==> config.mk <==
export PLATFORM = sky130hd
export DESIGN_NAME = nvdla_csb_sequencer_flat
export DESIGN_NICKNAME = d
export VERILOG_FILES = /design/src/rtl/nvdla_csb_sequencer_if.sv /design/src/rtl/nvdla_csb_sequencer.sv /design/src/flat_wrapper.sv
export SDC_FILE = /design/constraint.sdc
export NUM_CORES = 1
export LEC_CHECK = 0
export ABC_AREA = 1
export CORE_UTILIZATION = 26
export DETAILED_ROUTE_END_ITERATION = 6
export GPL_ROUTABILITY_DRIVEN = 0
export PLACE_DENSITY = 0.55
export SLEW_MARGIN = 10
export SYNTH_ARGS = -nofsm -noshare
export SYNTH_HDL_FRONTEND = slang
export SYNTH_SLANG_ARGS = --single-unit
==> constraint.sdc <==
create_clock -name clk_i -period 4.1 [get_ports clk_i]
set_input_delay 1.025 -clock clk_i [delete_from_list [all_inputs] [get_ports clk_i]]
set_output_delay 1.025 -clock clk_i [all_outputs]
set_load 0.01 [all_outputs]
==> src/rtl/nvdla_csb_sequencer_if.sv <==
// Command, CSB and response bundle of the NVDLA CSB sequencer.
// slave = sequencer side, master = control side plus NVDLA model.
interface nvdla_csb_sequencer_if #(
    parameter int ADDR_W = 16,
    parameter int DATA_W = 32
);
    logic              cmd_valid_i;
    logic              cmd_ready_o;
    logic [ADDR_W-1:0] cmd_addr_i;
    logic [DATA_W-1:0] cmd_wdat_i;
    logic              cmd_write_i;
    logic              cmd_nposted_i;

    logic              csb_valid_o;
    logic              csb_ready_i;
    logic [ADDR_W-1:0] csb_addr_o;
    logic [DATA_W-1:0] csb_wdat_o;
    logic              csb_write_o;
    logic              csb_nposted_o;
    logic              csb_rvalid_i;
    logic [DATA_W-1:0] csb_rdata_i;
    logic              csb_wr_complete_i;

    logic              rsp_valid_o;
    logic              rsp_ready_i;
    logic [DATA_W-1:0] rsp_data_o;
    logic [1:0]        rsp_err_o;
    logic              rsp_write_o;

    modport slave (
        input  cmd_valid_i, cmd_addr_i, cmd_wdat_i,
        input  cmd_write_i, cmd_nposted_i,
        output cmd_ready_o,
        output csb_valid_o, csb_addr_o, csb_wdat_o,
        output csb_write_o, csb_nposted_o,
        input  csb_ready_i, csb_rvalid_i, csb_rdata_i,
        input  csb_wr_complete_i,
        output rsp_valid_o, rsp_data_o, rsp_err_o, rsp_write_o,
        input  rsp_ready_i
    );

    modport master (
        output cmd_valid_i, cmd_addr_i, cmd_wdat_i,
        output cmd_write_i, cmd_nposted_i,
        input  cmd_ready_o,
        input  csb_valid_o, csb_addr_o, csb_wdat_o,
        input  csb_write_o, csb_nposted_o,
        output csb_ready_i, csb_rvalid_i, csb_rdata_i,
        output csb_wr_complete_i,
        input  rsp_valid_o, rsp_data_o, rsp_err_o, rsp_write_o,
        output rsp_ready_i
    );
endinterface

==> src/rtl/nvdla_csb_sequencer.sv <==
// Single-outstanding CSB register access sequencer with
// per-phase timeout and spurious-response counting.
module nvdla_csb_sequencer #(
    parameter int ADDR_W  = 16,
    parameter int DATA_W  = 32,
    parameter int TIMEOUT = 1024
) (
    input  logic                  clk_i,
    input  logic                  rst_i,
    input  logic                  clear_i,
    nvdla_csb_sequencer_if.slave  bus,
    output logic                  busy_o,
    output logic [15:0]           done_cnt_o,
    output logic [7:0]            spurious_cnt_o
);
    localparam int TW = $clog2(TIMEOUT);

    typedef enum logic [2:0] {
        IDLE, REQ, WAIT_RD, WAIT_WR, RESP
    } state_e;

    state_e            state_q, state_d;
    logic [TW-1:0]     timer_q, timer_d;
    logic              csb_valid_q, csb_valid_d;
    logic [ADDR_W-1:0] csb_addr_q;
    logic [DATA_W-1:0] csb_wdat_q;
    logic              csb_write_q, csb_nposted_q;
    logic              ld_cmd;
    logic              rsp_valid_q, rsp_valid_d;
    logic [DATA_W-1:0] rsp_data_q, rsp_data_d;
    logic [1:0]        rsp_err_q, rsp_err_d;
    logic              rsp_write_q, rsp_write_d;
    logic [15:0]       done_q, done_d;
    logic [7:0]        spur_q, spur_d;
    logic              expired;
    logic              hs;
    logic              rd_exp, wr_exp, spur;

    assign expired = (timer_q == TW'(TIMEOUT - 1));
    assign hs      = (state_q == REQ) && bus.csb_ready_i;

    // A response is expected only in its wait state or in the
    // request handshake cycle of a command that asks for it.
    assign rd_exp = (state_q == WAIT_RD) || (hs && !csb_write_q);
    assign wr_exp = (state_q == WAIT_WR)
                 || (hs && csb_write_q && csb_nposted_q);
    assign spur   = (bus.csb_rvalid_i && !rd_exp)
                 || (bus.csb_wr_complete_i && !wr_exp);

    always_comb begin
        state_d     = state_q;
        timer_d     = timer_q;
        csb_valid_d = csb_valid_q;
        ld_cmd      = 1'b0;
        rsp_valid_d = rsp_valid_q;
        rsp_data_d  = rsp_data_q;
        rsp_err_d   = rsp_err_q;
        rsp_write_d = rsp_write_q;
        done_d      = done_q;
        spur_d      = spur_q;

        unique case (state_q)
            IDLE: begin
                if (bus.cmd_valid_i) begin
                    ld_cmd      = 1'b1;
                    timer_d     = '0;
                    csb_valid_d = 1'b1;
                    state_d     = REQ;
                end
            end
            REQ: begin
                if (bus.csb_ready_i) begin
                    csb_valid_d = 1'b0;
                    timer_d     = '0;
                    if (!csb_write_q) begin
                        if (bus.csb_rvalid_i) begin
                            state_d     = RESP;
                            rsp_valid_d = 1'b1;
                            rsp_err_d   = 2'b00;
                            rsp_data_d  = bus.csb_rdata_i;
                            rsp_write_d = csb_write_q;
                        end else begin
                            state_d = WAIT_RD;
                        end
                    end else if (csb_nposted_q
                              && !bus.csb_wr_complete_i) begin
                        state_d = WAIT_WR;
                    end else begin
                        state_d     = RESP;
                        rsp_valid_d = 1'b1;
                        rsp_err_d   = 2'b00;
                        rsp_data_d  = '0;
                        rsp_write_d = csb_write_q;
                    end
                end else if (expired) begin
                    csb_valid_d = 1'b0;
                    timer_d     = '0;
                    state_d     = RESP;
                    rsp_valid_d = 1'b1;
                    rsp_err_d   = 2'b01;
                    rsp_data_d  = '0;
                    rsp_write_d = csb_write_q;
                end else begin
                    timer_d = timer_q + TW'(1);
                end
            end
            WAIT_RD: begin
                if (bus.csb_rvalid_i || expired) begin
                    timer_d     = '0;
                    state_d     = RESP;
                    rsp_valid_d = 1'b1;
                    rsp_write_d = csb_write_q;
                    rsp_err_d   = bus.csb_rvalid_i ? 2'b00 : 2'b10;
                    rsp_data_d  = bus.csb_rvalid_i ? bus.csb_rdata_i
                                                   : '0;
                end else begin
                    timer_d = timer_q + TW'(1);
                end
            end
            WAIT_WR: begin
                if (bus.csb_wr_complete_i || expired) begin
                    timer_d     = '0;
                    state_d     = RESP;
                    rsp_valid_d = 1'b1;
                    rsp_write_d = csb_write_q;
                    rsp_data_d  = '0;
                    rsp_err_d   = bus.csb_wr_complete_i ? 2'b00
                                                        : 2'b10;
                end else begin
                    timer_d = timer_q + TW'(1);
                end
            end
            RESP: begin
                if (bus.rsp_ready_i) begin
                    rsp_valid_d = 1'b0;
                    done_d      = done_q + 16'd1;
                    state_d     = IDLE;
                end
            end
            default: state_d = IDLE;
        endcase

        if (spur && (spur_q != 8'hFF)) begin
            spur_d = spur_q + 8'd1;
        end

        if (clear_i) begin
            state_d     = IDLE;
            timer_d     = '0;
            csb_valid_d = 1'b0;
            rsp_valid_d = 1'b0;
            ld_cmd      = 1'b0;
            done_d      = '0;
            spur_d      = '0;
        end
    end

    always_ff @(posedge clk_i or posedge rst_i) begin
        if (rst_i) begin
            state_q       <= IDLE;
            timer_q       <= '0;
            csb_valid_q   <= 1'b0;
            csb_addr_q    <= '0;
            csb_wdat_q    <= '0;
            csb_write_q   <= 1'b0;
            csb_nposted_q <= 1'b0;
            rsp_valid_q   <= 1'b0;
            rsp_data_q    <= '0;
            rsp_err_q     <= 2'b00;
            rsp_write_q   <= 1'b0;
            done_q        <= '0;
            spur_q        <= '0;
        end else begin
            state_q     <= state_d;
            timer_q     <= timer_d;
            csb_valid_q <= csb_valid_d;
            rsp_valid_q <= rsp_valid_d;
            rsp_data_q  <= rsp_data_d;
            rsp_err_q   <= rsp_err_d;
            rsp_write_q <= rsp_write_d;
            done_q      <= done_d;
            spur_q      <= spur_d;
            if (ld_cmd) begin
                csb_addr_q    <= bus.cmd_addr_i;
                csb_wdat_q    <= bus.cmd_wdat_i;
                csb_write_q   <= bus.cmd_write_i;
                csb_nposted_q <= bus.cmd_nposted_i;
            end
        end
    end

    assign bus.cmd_ready_o   = (state_q == IDLE);
    assign busy_o            = (state_q != IDLE);
    assign bus.csb_valid_o   = csb_valid_q;
    assign bus.csb_addr_o    = csb_addr_q;
    assign bus.csb_wdat_o    = csb_wdat_q;
    assign bus.csb_write_o   = csb_write_q;
    assign bus.csb_nposted_o = csb_nposted_q;
    assign bus.rsp_valid_o   = rsp_valid_q;
    assign bus.rsp_data_o    = rsp_data_q;
    assign bus.rsp_err_o     = rsp_err_q;
    assign bus.rsp_write_o   = rsp_write_q;
    assign done_cnt_o        = done_q;
    assign spurious_cnt_o    = spur_q;
endmodule
==> src/flat_wrapper.sv <==
// flat-port wrapper written by rule: the top's interface ports become plain ports
module nvdla_csb_sequencer_flat 
#(
    parameter int ADDR_W  = 16,
    parameter int DATA_W  = 32,
    parameter int TIMEOUT = 1024
)
  (clk_i, rst_i, clear_i, busy_o, done_cnt_o, spurious_cnt_o, bus_cmd_valid_i, bus_cmd_addr_i, bus_cmd_wdat_i, bus_cmd_write_i, bus_cmd_nposted_i, bus_cmd_ready_o, bus_csb_valid_o, bus_csb_addr_o, bus_csb_wdat_o, bus_csb_write_o, bus_csb_nposted_o, bus_csb_ready_i, bus_csb_rvalid_i, bus_csb_rdata_i, bus_csb_wr_complete_i, bus_rsp_valid_o, bus_rsp_data_o, bus_rsp_err_o, bus_rsp_write_o, bus_rsp_ready_i);
  nvdla_csb_sequencer_if #(.ADDR_W(ADDR_W), .DATA_W(DATA_W)) bus_i ();
  input  logic clk_i;
  input  logic rst_i;
  input  logic clear_i;
  output logic busy_o;
  output logic [15:0] done_cnt_o;
  output logic [7:0] spurious_cnt_o;
  input wire logic [$bits(bus_i.cmd_valid_i)-1:0] bus_cmd_valid_i;
  input wire logic [$bits(bus_i.cmd_addr_i)-1:0] bus_cmd_addr_i;
  input wire logic [$bits(bus_i.cmd_wdat_i)-1:0] bus_cmd_wdat_i;
  input wire logic [$bits(bus_i.cmd_write_i)-1:0] bus_cmd_write_i;
  input wire logic [$bits(bus_i.cmd_nposted_i)-1:0] bus_cmd_nposted_i;
  output wire logic [$bits(bus_i.cmd_ready_o)-1:0] bus_cmd_ready_o;
  output wire logic [$bits(bus_i.csb_valid_o)-1:0] bus_csb_valid_o;
  output wire logic [$bits(bus_i.csb_addr_o)-1:0] bus_csb_addr_o;
  output wire logic [$bits(bus_i.csb_wdat_o)-1:0] bus_csb_wdat_o;
  output wire logic [$bits(bus_i.csb_write_o)-1:0] bus_csb_write_o;
  output wire logic [$bits(bus_i.csb_nposted_o)-1:0] bus_csb_nposted_o;
  input wire logic [$bits(bus_i.csb_ready_i)-1:0] bus_csb_ready_i;
  input wire logic [$bits(bus_i.csb_rvalid_i)-1:0] bus_csb_rvalid_i;
  input wire logic [$bits(bus_i.csb_rdata_i)-1:0] bus_csb_rdata_i;
  input wire logic [$bits(bus_i.csb_wr_complete_i)-1:0] bus_csb_wr_complete_i;
  output wire logic [$bits(bus_i.rsp_valid_o)-1:0] bus_rsp_valid_o;
  output wire logic [$bits(bus_i.rsp_data_o)-1:0] bus_rsp_data_o;
  output wire logic [$bits(bus_i.rsp_err_o)-1:0] bus_rsp_err_o;
  output wire logic [$bits(bus_i.rsp_write_o)-1:0] bus_rsp_write_o;
  input wire logic [$bits(bus_i.rsp_ready_i)-1:0] bus_rsp_ready_i;
  assign bus_i.cmd_valid_i = bus_cmd_valid_i;
  assign bus_i.cmd_addr_i = bus_cmd_addr_i;
  assign bus_i.cmd_wdat_i = bus_cmd_wdat_i;
  assign bus_i.cmd_write_i = bus_cmd_write_i;
  assign bus_i.cmd_nposted_i = bus_cmd_nposted_i;
  assign bus_cmd_ready_o = bus_i.cmd_ready_o;
  assign bus_csb_valid_o = bus_i.csb_valid_o;
  assign bus_csb_addr_o = bus_i.csb_addr_o;
  assign bus_csb_wdat_o = bus_i.csb_wdat_o;
  assign bus_csb_write_o = bus_i.csb_write_o;
  assign bus_csb_nposted_o = bus_i.csb_nposted_o;
  assign bus_i.csb_ready_i = bus_csb_ready_i;
  assign bus_i.csb_rvalid_i = bus_csb_rvalid_i;
  assign bus_i.csb_rdata_i = bus_csb_rdata_i;
  assign bus_i.csb_wr_complete_i = bus_csb_wr_complete_i;
  assign bus_rsp_valid_o = bus_i.rsp_valid_o;
  assign bus_rsp_data_o = bus_i.rsp_data_o;
  assign bus_rsp_err_o = bus_i.rsp_err_o;
  assign bus_rsp_write_o = bus_i.rsp_write_o;
  assign bus_i.rsp_ready_i = bus_rsp_ready_i;
  nvdla_csb_sequencer #(.ADDR_W(ADDR_W), .DATA_W(DATA_W), .TIMEOUT(TIMEOUT)) u_core (.clk_i(clk_i), .rst_i(rst_i), .clear_i(clear_i), .bus(bus_i), .busy_o(busy_o), .done_cnt_o(done_cnt_o), .spurious_cnt_o(spurious_cnt_o));
endmodule
### Word level (Yosys, flattened, before mapping)

Index checks and enable logic that the tools add are counted.
Widths: inputs -> output; s select.

| cells by class | value |
|---|---|
| add/subtract/negate cells | 3 |
| eq/ne operators | 18 |
| multiplexer cells | 67 |
| reductions and logical operators | 32 |

Operators with widths:

| operator | count |
|---|---|
| $mux 32 | 8 |
| $pmux 32 s3 | 1 |
| $mux 10 | 6 |
| $mux 16 | 3 |
| $pmux 10 s4 | 1 |
| $mux 3 | 10 |
| $mux 1 | 22 |
| $mux 2 | 9 |
| $add 16x1->16 const B | 1 |
| $mux 8 | 2 |
| $pmux 3 s5 | 1 |
| $ne 3x3->1 const B | 4 |
| $add 10x1->10 const B | 1 |
| $eq 10x10->1 const B | 1 |
| $reduce_bool 5->1 | 2 |
| $reduce_bool 3->1 | 3 |
| $add 8x1->8 const B | 1 |
| $logic_and 1x1->1 | 8 |
| $ne 4x3->1 const B | 2 |
| $ne 8x8->1 const B | 1 |
| $reduce_and 7->1 | 1 |
| $eq 3x2->1 const B | 2 |
| $pmux 2 s3 | 1 |
| $reduce_and 6->1 | 1 |
| other kinds (17) | 28 |

| storage, ports and cells | value |
|---|---|
| register bits after elaboration | 124 |
| bits of input ports | 90 |
| output and inout bits | 113 |

### Depth between registers and ports, before layout

| logic depth | value |
|---|---|
| depth in word-level cells | 11 |
| gate-level depth with buffers | 10 |
| gate-level depth less buffers | 10 |

### Worst setup path before layout

No wires, ideal clock.

| timing path | value |
|---|---|
| path kind | input to register |
| start | input port clear_i |
| end | register u_core.spur_q[5], in the netlist u_core.spurious_cnt_o[5] |
| library setup time | 0.117 ns |
| arrival time | 1.966 ns |
| setup slack | 2.017 ns |
| cell stages on the path | 7 |
| buffers on the path | 3 |
| cell sequence | buf_2 > inv_1 > buf_2 > buf_1 > nand2_1 > nand2_1 > nand2_1 |

| on the way | value |
|---|---|
| word-level cells in the longest chain between the ends | 1 |

RTL lines:

| element | RTL line | source |
|---|---|---|
| from (decl) | flat_wrapper.sv:12 | `input logic clear_i;` |
| $mux 8 or $reduce_bool 2->1 (tied branches) | - |  |
| to (signal assigned) | nvdla_csb_sequencer.sv:182 | `spur_q <= spur_d;` |
| to (decl) | nvdla_csb_sequencer.sv:34 | `logic [7:0] spur_q, spur_d;` |

Several ways; a longest one is shown, not always the timed one.
A chain may end at the register's enable or synchronous reset.

### Worst setup path in the final report

| timing path | value |
|---|---|
| start | input port bus_csb_wr_complete_i |
| end | register u_core.rsp_data_q[30], in the netlist u_core.bus.rsp_data_o[30] |

| on the way | value |
|---|---|
| word-level cells in the longest chain between the ends | 4 |

RTL lines:

| element | RTL line | source |
|---|---|---|
| from (decl) | flat_wrapper.sv:30 | `input wire logic [$bits(bus_i.csb_wr_complete_i)-1:0] bus_csb_wr_complete_i;` |
| $logic_not 1->1 | nvdla_csb_sequencer.sv:86 | `&& !bus.csb_wr_complete_i) begin` |
| $logic_and 1x1->1 | nvdla_csb_sequencer.sv:86 |  |
| $ne 4x4->1 (no line) | - |  |
| $reduce_and 6->1 (no line) (*) | - |  |
| to (signal assigned) | nvdla_csb_sequencer.sv:178 | `rsp_data_q <= rsp_data_d;` |
| to (decl) | nvdla_csb_sequencer.sv:30 | `logic [DATA_W-1:0] rsp_data_q, rsp_data_d;` |

Mark *: on every way between the ends. The rest lies on a longest branch, timed or not.

==> metrics.md <==
| Metric | Value |
|---|---|
| Status | finished with violations |
| Violations in the final reports | design-rule violations |
| Diode count | 0 |
| Minimum clock period after layout | about 3 ns |
| Post-CTS sizing | 0 |
| Hold path cells | 2 |
| Relative slew slack | 0.335 |
| Flop2flop setup slack | 1.60 ns |
| Post-CTS Setup Inserts | 0 |
| I/O Pins | approximately 200 |
| Dominant synthesized flop cell | dfrtp_1 |
| Core area | 0.0220 sq mm |
| Synth unique cells | 34 |
| Syn_area_per_cell | 7.87 sq um |
| Clock skew | 0.0118 ns |
| CTS clk-pin slew, worst paths | 0.06 ns |
| Leak | 4.12 nW |
| Hold_sp | u_core.bus.csb_wdat_o[26] |
| CTS max path bufs | 2 |
| Crit path DAT | 3.30 ns |
| Most frequent cells in the layout | 336 x nand2_1, 202 x clkdlybuf4s50_1, 124 x dfrtp_1, 50 x nand4_1, 48 x nor2_1 |
| Max Slew Vio Count | 0 |
| Initial antenna violation count | 0 |
| Die Y | 152 microns |
| Sequential share of the synthesized area | 0.530 |
| CTS tree | done |
| Startpoint Class | primary input |
| GR Overflow Total | 0 |
| First-pass GRT wire length | 28900 microns |
| Layout Nets | 1034 |
| GRT Total Usage | 0.156 |
| Syn-to-layout area delta | 48.9% |
| Worst Hold Path EP | u_core.bus.csb_wdat_o[26] |
| Row count | 54 |
| Setup crit end kind | flop |
| CTS sink cnt | between 100 and 150 |
| Hold-fix buffers, CTS | 0 |
| Total CTS buffers | 17 |
| First drt pass iteration count | 7 |
| Layout cells sized above 1 | 0.0608 |
| Drt drc | 30 |
| Commonest non-fill, non-tap cell in the layout | nand2_1 |
| Syn Nets | around 840 |
| Fmax achieved | 333 MHz |
| Worst path bufs/invs | 2 |
| Die Area | 0.0231 sq mm |
| Total wire length | 17400 microns |
| Initial Util | 0.266 |
| Hold Violations, Final | 0 |
| Final setup fails | 0 |
| Hold Path Class | flop to flop |
| DR vias | 5523 |
| Register-to-Register Path Depth | 6 |
| Number of port buffers | 202 |
| Vias per cell | around 4.5 |
| Post-route clock period utilization | 0.732 |
| Peak supply drop | 0.325 mV |
| H-Tree Depth | 4 |
| Worst Path Max Fanout | 36 |
| Worst R2R End | u_core.bus.rsp_data_o[30] |
| Worst Tran Pin Value | about 1 ns |
| Seq cells post-synth | 124 |
| Worst EP required | around 4.4 ns |
| Largest net degree at the start of global routing | 82 |
| Antenna-violating nets left | 0 |
| Most common cell on crit path | nand2_1 |
| Post-synth EDFFs | 0 |
| 1st-iter DRT viols | 275 |
| Total Neg Setup Slack | 0 ns |
| Crit path max-delay family | simple AND/OR/NAND/NOR gates |
| FF-to-FF Start | u_core.state_q[2] |
| Vias in the first global route | about 5500 |
| Die width | 152 microns |
| CP max-delay cell | a31oi_4 |
| Crit Path Category | primary input to flop |
| Crit-path cells | clkdlybuf4s50_1 > inv_1 > nand2_1 > nand2_1 > a31oi_4 > nand2_4 > nand2_1 > nand2_1 |
| Clk_lat worst skew | approximately 0.4 ns |
| CTS Root Cell | clkbuf_16 |
| Synth Warn # | 0 |
| Hpwl dp | between 10000 and 15000 microns |
| DR WL/cell | 14.1 microns |
| Maxcap violations | 0 |
| Post-Syn Instances | around 740 |
| Async SR Flop Fraction | 1.00 |
| Final core occ | 0.397 |
| Power density cells | between 600 and 700 mW/mm^2 |
| RSZ-0062 raised after global routing | false |
| Max stage delay on crit path | 0.84 ns |
| Post-synthesis cell area | between 0.005 and 0.006 sq mm |
==> worst max path at each step <==
stage | end | slack, ns | startpoint | cells after the start
after global placement | u_core.bus.rsp_data_o[24] | 0.67 | bus_csb_wr_complete_i | 8
after CTS | u_core.bus.rsp_data_o[31] | 1.07 | bus_csb_wr_complete_i | 8
after global routing | u_core.bus.rsp_data_o[1] | 0.85 | bus_csb_wr_complete_i | 8
after detailed placement | u_core.bus.rsp_data_o[31] | 0.63 | bus_csb_wr_complete_i | 8
final | u_core.bus.rsp_data_o[30] | 1.10 | bus_csb_wr_complete_i | 8
after floorplan | u_core.bus.csb_addr_o[0] | 1.55 | rst_i | 1
==> area by class of cell <==
| cell class | instances | area [sq um] |
|---|---|---|
| Clock buffer | 19 | 453 |
| Clock inverter | 13 | 116 |
| Fill cell | 2255 | 13200 |
| Inverter | 46 | 176 |
| Multi-Input combinational cell | 543 | 2420 |
| Sequential cell | 124 | 3100 |
| Tap cell | 280 | 350 |
| Timing Repair Buffer | 209 | 2090 |
==> worst min-delay path, cell delays in order, from the launching register on <==
cell,delay (ns)
dfrtp_1,0.34
nand2_1,0.05
nand2_1,0.05
==> power by group <==
part,switching (mW),leakage [nW],internal (mW)
registers,0.282,1.63,1.67
clock network,0.577,0.276,0.867
logic,1.15,2.22,1.11
total,2.01,4.12,3.65
==> flip-flops by register name, indices dropped and copies added (netlist names) <==
signal / cells
u_core.bus.rsp_data_o: 32
u_core.timer_q: 10
u_core.bus.csb_nposted_o: 1
u_core.bus.csb_wdat_o: 32
u_core.spurious_cnt_o: 8
u_core.bus.csb_addr_o: 16
u_core.bus.rsp_valid_o: 1
u_core.done_cnt_o: 16
u_core.bus.csb_valid_o: 1
u_core.bus.csb_write_o: 1
u_core.bus.rsp_write_o: 1
u_core.bus.rsp_err_o: 2
u_core.state_q: 3
==> synthesized netlist by cell type, drive strengths merged, types with 2 or more instances <==
cell	count	area [sq um]
nand2	340	1290
nor2	52	205
a21o	2	15.0
nand4	51	325
nor3	4	31.3
or2	2	12.5
clkbuf	3	11.3
xor2	4	35.0
dfrtp	124	3100
and2	3	18.8
nand3	42	210
inv	46	173
ha	3	37.5
o21ai	24	120
a21oi	7	35.0
xnor2	2	17.5
buf	27	143
==> per-layer routing <==
layer | track usage | part of all wire
met1 | 0.207 | 0.46
met2 | 0.226 | 0.42
met3 | 0.0690 | 0.11
met4 | 0.0500 | 0.012
met5 | 0 | 0
==> cells by family (layout without fill, tap and decap cells) <==
family          count (synthesis)  after routing  share of synthesized area
compound gates                 38             38                     0.0376
xor+xnor                        6              6                    0.00898
fa+ha+maj                       3              3                    0.00642
buf+inv                        76            287                     0.0558
flops                         124            124                      0.530
simple gates                  496            496                      0.361
==> metrics by stage <==
stage	cells	instance area (sq um)	power, mW	hold slack (ns)	worst slack [ns]
after floorplan	743	5850	3.00	0.494	1.55
after detailed placement	1202	8140	4.24	0.459	0.630
after global placement	1202	8140	4.24	0.453	0.671
after CTS	1234	8710	5.74	0.476	1.07
final	1234	8710	5.66	0.469	1.10
after global routing	1234	8710	6.05	0.494	0.845
(Power assumes the default switching activity.)
